### src/rtl/video_crop_ctrl.sv
// Crop-window configuration controller: measures frame geometry from en/vs,
// and publishes a clamped copy of the pending window only during vertical blanking.
module video_crop_ctrl #(
    parameter logic [15:0] MAX_DIM = 16'hFFFF
) (
    input  logic        clk,
    input  logic        rst_n,
    input  logic        en_in,
    input  logic        vs_in,
    input  logic        cfg_enable,
    input  logic [15:0] cfg_x,
    input  logic [15:0] cfg_y,
    input  logic [15:0] cfg_w,
    input  logic [15:0] cfg_h,
    input  logic        cfg_wr,
    output logic [15:0] CROP_X,
    output logic [15:0] CROP_Y,
    output logic [15:0] CROP_W,
    output logic [15:0] CROP_H,
    output logic [15:0] frame_w,
    output logic [15:0] frame_h,
    output logic        geom_valid,
    output logic        pending,
    output logic        clamped,
    output logic        range_err
);

    localparam logic [1:0] S_IDLE    = 2'd0;
    localparam logic [1:0] S_MEASURE = 2'd1;
    localparam logic [1:0] S_APPLY   = 2'd2;

    localparam logic [15:0] BYPASS_LEN = 16'hFFFF;

    logic [1:0]  state_reg;
    logic        en_d;
    logic        vs_d;
    logic        idle_armed_reg;
    logic        enable_reg;
    logic [15:0] lcnt_reg;
    logic [15:0] last_w_reg;
    logic [15:0] rcnt_reg;
    logic        geom_valid_reg;
    logic        pending_reg;
    logic        clamped_reg;
    logic        range_err_reg;

    // Index 0 is the horizontal axis (x/w/frame_w), index 1 the vertical axis.
    logic [15:0] pend_org_reg  [2];
    logic [15:0] pend_len_reg  [2];
    logic [15:0] frame_dim_reg [2];
    logic [15:0] crop_org_reg  [2];
    logic [15:0] crop_len_reg  [2];

    logic        vs_fall;
    logic        vs_rise;
    logic        en_rise;
    logic        en_fall;

    logic [1:0]  axis_bad;
    logic [1:0]  axis_cut;
    logic [15:0] fit_len [2];
    logic        window_bad;
    logic        window_cut;

    assign vs_fall = vs_d & ~vs_in;
    assign vs_rise = ~vs_d & vs_in;
    assign en_rise = ~en_d & en_in;
    assign en_fall = en_d & ~en_in;

    genvar gi;
    generate
        for (gi = 0; gi < 2; gi++) begin : g_axis
            logic [16:0] span;
            assign span         = {1'b0, pend_org_reg[gi]} + {1'b0, pend_len_reg[gi]};
            assign axis_bad[gi] = (pend_org_reg[gi] >= frame_dim_reg[gi]) ||
                                  (pend_len_reg[gi] == 16'd0);
            assign axis_cut[gi] = span > {1'b0, frame_dim_reg[gi]};
            assign fit_len[gi]  = axis_cut[gi] ? (frame_dim_reg[gi] - pend_org_reg[gi])
                                               : pend_len_reg[gi];
        end
    endgenerate

    assign window_bad = |axis_bad;
    assign window_cut = |axis_cut;

    always_ff @(posedge clk) begin
        if (!rst_n) begin
            en_d       <= 1'b0;
            vs_d       <= 1'b0;
            enable_reg <= 1'b0;
            lcnt_reg   <= 16'd0;
            last_w_reg <= 16'd0;
            rcnt_reg   <= 16'd0;
        end else begin
            en_d       <= en_in;
            vs_d       <= vs_in;
            enable_reg <= cfg_enable;

            if (en_rise) begin
                lcnt_reg <= 16'd1;
            end else if (en_in && (lcnt_reg != MAX_DIM)) begin
                lcnt_reg <= lcnt_reg + 16'd1;
            end

            if (en_fall) begin
                last_w_reg <= lcnt_reg;
            end

            if (!vs_in) begin
                rcnt_reg <= 16'd0;
            end else if (en_rise && (rcnt_reg != MAX_DIM)) begin
                rcnt_reg <= rcnt_reg + 16'd1;
            end
        end
    end

    always_ff @(posedge clk) begin
        if (!rst_n) begin
            pending_reg <= 1'b0;
            for (int i = 0; i < 2; i++) begin
                pend_org_reg[i] <= 16'd0;
                pend_len_reg[i] <= 16'd0;
            end
        end else if (cfg_wr) begin
            // A write on the apply cycle wins over the clear and stays pending.
            pending_reg     <= 1'b1;
            pend_org_reg[0] <= cfg_x;
            pend_org_reg[1] <= cfg_y;
            pend_len_reg[0] <= cfg_w;
            pend_len_reg[1] <= cfg_h;
        end else if (state_reg == S_APPLY) begin
            pending_reg <= 1'b0;
        end
    end

    always_ff @(posedge clk) begin
        if (!rst_n) begin
            state_reg      <= S_IDLE;
            idle_armed_reg <= 1'b0;
            geom_valid_reg <= 1'b0;
            clamped_reg    <= 1'b0;
            range_err_reg  <= 1'b0;
            for (int i = 0; i < 2; i++) begin
                frame_dim_reg[i] <= 16'd0;
                crop_org_reg[i]  <= 16'd0;
                crop_len_reg[i]  <= BYPASS_LEN;
            end
        end else begin
            case (state_reg)
                S_IDLE: begin
                    // Only a rise preceded by blanking starts a frame, so a frame
                    // already in progress when reset releases is never measured.
                    if (!vs_in) begin
                        idle_armed_reg <= 1'b1;
                    end
                    if (vs_rise && idle_armed_reg) begin
                        state_reg <= S_MEASURE;
                    end
                end
                S_MEASURE: begin
                    if (vs_fall) begin
                        frame_dim_reg[0] <= last_w_reg;
                        frame_dim_reg[1] <= rcnt_reg;
                        geom_valid_reg   <= 1'b1;
                        state_reg        <= S_APPLY;
                    end
                end
                S_APPLY: begin
                    // The held window is re-validated every boundary, so enable
                    // toggles and geometry changes take effect without a new write.
                    if (!enable_reg) begin
                        for (int i = 0; i < 2; i++) begin
                            crop_org_reg[i] <= 16'd0;
                            crop_len_reg[i] <= BYPASS_LEN;
                        end
                        clamped_reg   <= 1'b0;
                        range_err_reg <= 1'b0;
                    end else if (window_bad) begin
                        clamped_reg   <= 1'b0;
                        range_err_reg <= 1'b1;
                    end else begin
                        for (int i = 0; i < 2; i++) begin
                            crop_org_reg[i] <= pend_org_reg[i];
                            crop_len_reg[i] <= fit_len[i];
                        end
                        clamped_reg   <= window_cut;
                        range_err_reg <= 1'b0;
                    end
                    state_reg <= S_MEASURE;
                end
                default: begin
                    state_reg <= S_IDLE;
                end
            endcase
        end
    end

    assign CROP_X     = crop_org_reg[0];
    assign CROP_Y     = crop_org_reg[1];
    assign CROP_W     = crop_len_reg[0];
    assign CROP_H     = crop_len_reg[1];
    assign frame_w    = frame_dim_reg[0];
    assign frame_h    = frame_dim_reg[1];
    assign geom_valid = geom_valid_reg;
    assign pending    = pending_reg;
    assign clamped    = clamped_reg;
    assign range_err  = range_err_reg;

endmodule

### config.mk
export PLATFORM = sky130hd
export DESIGN_NAME = video_crop_ctrl
export DESIGN_NICKNAME = d
export VERILOG_FILES = /design/src/rtl/video_crop_ctrl.sv
export SDC_FILE = /design/constraint.sdc
export NUM_CORES = 1
export LEC_CHECK = 0
export ABC_AREA = 0
export CAP_MARGIN = 20
export CORE_ASPECT_RATIO = 0.7
export CORE_MARGIN = 10
export CORE_UTILIZATION = 43
export CTS_CLUSTER_SIZE = 25
export DETAILED_ROUTE_END_ITERATION = 12
export SLEW_MARGIN = 20
export SYNTH_ARGS = -nofsm -noshare
export SYNTH_HDL_FRONTEND = slang
export SYNTH_SLANG_ARGS = --single-unit
### constraint.sdc
create_clock -name clk -period 9.9 [get_ports clk]
set_input_delay 0.99 -clock clk [delete_from_list [all_inputs] [get_ports clk]]
set_output_delay 0.99 -clock clk [all_outputs]
set_load 0.02 [all_outputs]
==> qor.csv <==
stage,metric,value,unit
outcome,status,completed,
power_and_ir_drop,Flop pwr share,40.8,%
global_route,grt total ovfl,0,
clock_network,CTS max path bufs,3,
power_and_ir_drop,Clock power frac,37.6,%
sta,Slew Limit Fails,0,
logic_synthesis,Mapped Avg Cell Area,10.2,um^2
global_route,largest net degree at the start of global routing,103,
power_and_ir_drop,Sw Share,29.1,%
clock_network,clk_lat worst skew,550,ps
sta,post-route setup TNS,0,ps
logic_synthesis,post-synthesis compound-gate area fraction,11.8,%
logic_synthesis,"Async S/R FF share, synth",0,%
cells_and_area,"commonest non-fill, non-tap cells in the layout","clkdlybuf4s50_1 (167), edfxtp_1 (160), nand2_1 (112), and3_1 (110), ha_1 (98)",
sta,min cycle time layout,4870,ps
run,max cap viols,0,
clock_network,number of CTS-inserted buffers,24,
clock_network,post_cts resized,0,
power_and_ir_drop,static leakage,6.17,nW
critical_path,family with the most delay on the worst path,compound AO/OA/AOI/OAI gates,
logic_synthesis,"FF+latch count, synth",218,
floorplanning,# IOs,170,
sta,Setup WS post-layout,5030,ps
sta,RSZ-0062 raised after global routing,no,
route,vias per cell,5.65,
floorplanning,Core ar.,0.0289,mm^2
power_and_ir_drop,Psw,0.754,mW
place,Port Buf Inserts,169,
floorplanning,Core Rows,52,
route,1st-iter DRT viols,826,
clock_network,CTS tree,yes,
critical_path,"Req. time, crit path",10090,ps
logic_synthesis,largest family of logic cells by synthesized area,simple AND/OR/NAND/NOR gates,
floorplanning,Total Die Area,0.0366,mm^2
route,Routed Antenna Nets,0,
critical_path,Crit path buffers/inverters,2,
global_route,number of global-route vias before repair,9402,
logic_synthesis,post-synthesis mux area share,0.954,%
logic_synthesis,Post-synth EDFFs,160,
logic_synthesis,XOR/XNOR share of the synthesized area,5.08,%
power_and_ir_drop,PwrDens,167,mW/mm^2
floorplanning,die height,163,um
clock_network,hold_buf cts,0,
route,DRT Wirelength,39.0,mm
critical_path,crit-path max cell delay,480,ps
clock_network,TritonCTS Sinks,218,
route,DRT Pass-1 Iters,5,
logic_synthesis,syn_nets,1410,
logic_synthesis,Yosys Warn Count,0,
global_route,initial antenna violation count,1,
power_and_ir_drop,Total Power,2.59,mW
place,DPL Wire Length,30.2,mm
clock_network,H-tree depth,1,
critical_path,"Slowest-stage cell, CP",edfxtp_1,
sta,fin crit share,49.2,%
sta,fmax,0.205,GHz
place,dpl ws,5180,ps
critical_path,Crit Path Max Fanout,18,
route,WL/cell,21.8,um
critical_path,crit path cell chain,ha_1 > inv_1 > fa_1 > nor2b_1 > o31ai_1 > a211oi_1 > nor3_1 > o21bai_1 > a21oi_1 > xnor2_1 > ha_1 > and4_1 > and4_1 > a211oi_1 > o21ai_0 > a21oi_1 > buf_4 > o21a_2 > o221ai_1,
critical_path,reg2reg start,pend_org_reg[0][0],
logic_synthesis,sequential area share after synthesis,47.4,%
cells_and_area,Util after Layout,53.8,%
cells_and_area,share of layout cells above drive strength 1,5.32,%
sta,Worst Hold Margin,448,ps
critical_path,WP data arrival,5060,ps
hold_path,HP Class,flop to flop,
route,Via Count,10110,
sta,clk_skew,14.2,ps
logic_synthesis,cell count after synthesis,1238,
power_and_ir_drop,combinational power share,21.6,%
clock_network,Clock Root Buffer,clkbuf_16,
clock_network,"Reg clk slew, reported paths",60,ps
global_route,total track usage,20.5,%
clock_network,postcts setup bufs,0,
logic_synthesis,post-synth top area share,38.1,%
hold_path,hold_sp,range_err,
logic_synthesis,Synth cell types,68,
critical_path,Startpoint Class,flop,
sta,Final Hold Vio Count,0,
global_route,global-route wire length before repair,58.0,mm
sta,endpoints failing setup,0,
place,routability congestion estimate,0.923,
critical_path,Critical Path Start,pend_org_reg[0][0],
logic_synthesis,Syn Std Cell Area,0.0126,mm^2
floorplanning,Initial Utilization,43.6,%
critical_path,CP Capture Type,flop,
power_and_ir_drop,maximum VDD drop,0.126,mV
cells_and_area,P&R area growth vs syn,23.3,%
cells_and_area,"commonest non-fill, non-tap cell in the layout",clkdlybuf4s50_1,
floorplanning,chip width,225,um
logic_synthesis,Adder-Cell Fraction of Synth Area,10.4,%
logic_synthesis,Area contributors post-synth,"edfxtp_1 (38%), ha_1 (9.7%), dfxtp_1 (9.2%)",
critical_path,WS Path Type,flop to flop,
power_and_ir_drop,cell internal pwr,1.84,mW
logic_synthesis,Main synth FF type,edfxtp_1,
cells_and_area,nets@finish,1564,
logic_synthesis,largest area contributor in the netlist,edfxtp_1,
logic_synthesis,Post-Synth Simple-Gate Area,20.2,%
sta,Worst Tran Pin Value,949,ps
sta,Slew headroom,36.8,%
route,DRC violations left,0,
[routing by layer]
layer / routed length, um / part of all wire [%] / global-route usage [%]
met2: 15300 / 39 / 27.9
met1: 19500 / 50 / 32.2
met3: 3640 / 9.3 / 4.69
met5: 0 / 0 / 0
met4: 518 / 1.3 / 3.51
[power groups by stage]
stage	Combinational, mW	Sequential [mW]	Clock [mW]
after global routing	0.614	1.06	1.03
after CTS	0.551	1.06	0.994
after floorplan	0.375	1.07	0
after global placement	0.543	1.08	0
after detailed placement	0.547	1.08	0
final	0.560	1.06	0.975
[per-stage QoR]
step / std cells / area [um^2]
global placement: 1744 / 14600
floorplan: 1238 / 12600
finish: 1789 / 15500
detailed placement: 1744 / 14700
global route: 1789 / 15500
CTS: 1788 / 15500
[synth_stat cells, types with 28 or more instances]
master,count
a21oi_1,55
and3_1,110
clkbuf_1,44
dfxtp_1,58
edfxtp_1,160
ha_1,98
inv_1,83
nand2_1,112
nor2_1,73
nor4_1,39
o21ai_0,32
xnor2_1,45
xor2_1,28
[worst reg2reg max path, delay by kind of cell (launching register included)]
| kind | cells | cell delay (ps) |
|---|---|---|
| xor+xnor | 1 | 140 |
| compound gates | 9 | 1910 |
| buf+inv | 2 | 300 |
| flops | 1 | 480 |
| simple gates | 4 | 750 |
| fa+ha+maj | 3 | 920 |
[cell families after synthesis]
logic type | count (synthesis)
adders and majority gates | 102
muxes | 12
xor gates and xnor gates | 73
DFF | 218
AOI/OAI and AO/OA | 216
and+or+nand+nor | 482
buffers and inverters | 135
[path summary, 6_finish.rpt]
check	to	cells past startpoint	slack (ps)
worst max-delay path	crop_len_reg[0][9]	19	5030
worst min-delay path	range_err	2	450
worst max register to register	crop_len_reg[0][9]	19	5030
worst min register to register	range_err	2	450
[area by class of cell]
class / instances / area (um^2)
Antenna cell: 1 / 2.50
Clock buffer: 34 / 722
Clock inverter: 10 / 155
Fill cell: 2619 / 13400
Inverter: 83 / 312
Multi-Input combinational cell: 885 / 6140
Sequential cell: 218 / 5970
Tap cell: 378 / 473
Timing Repair Buffer: 180 / 1770
Note: power is estimated with default switching activity, not from simulation.
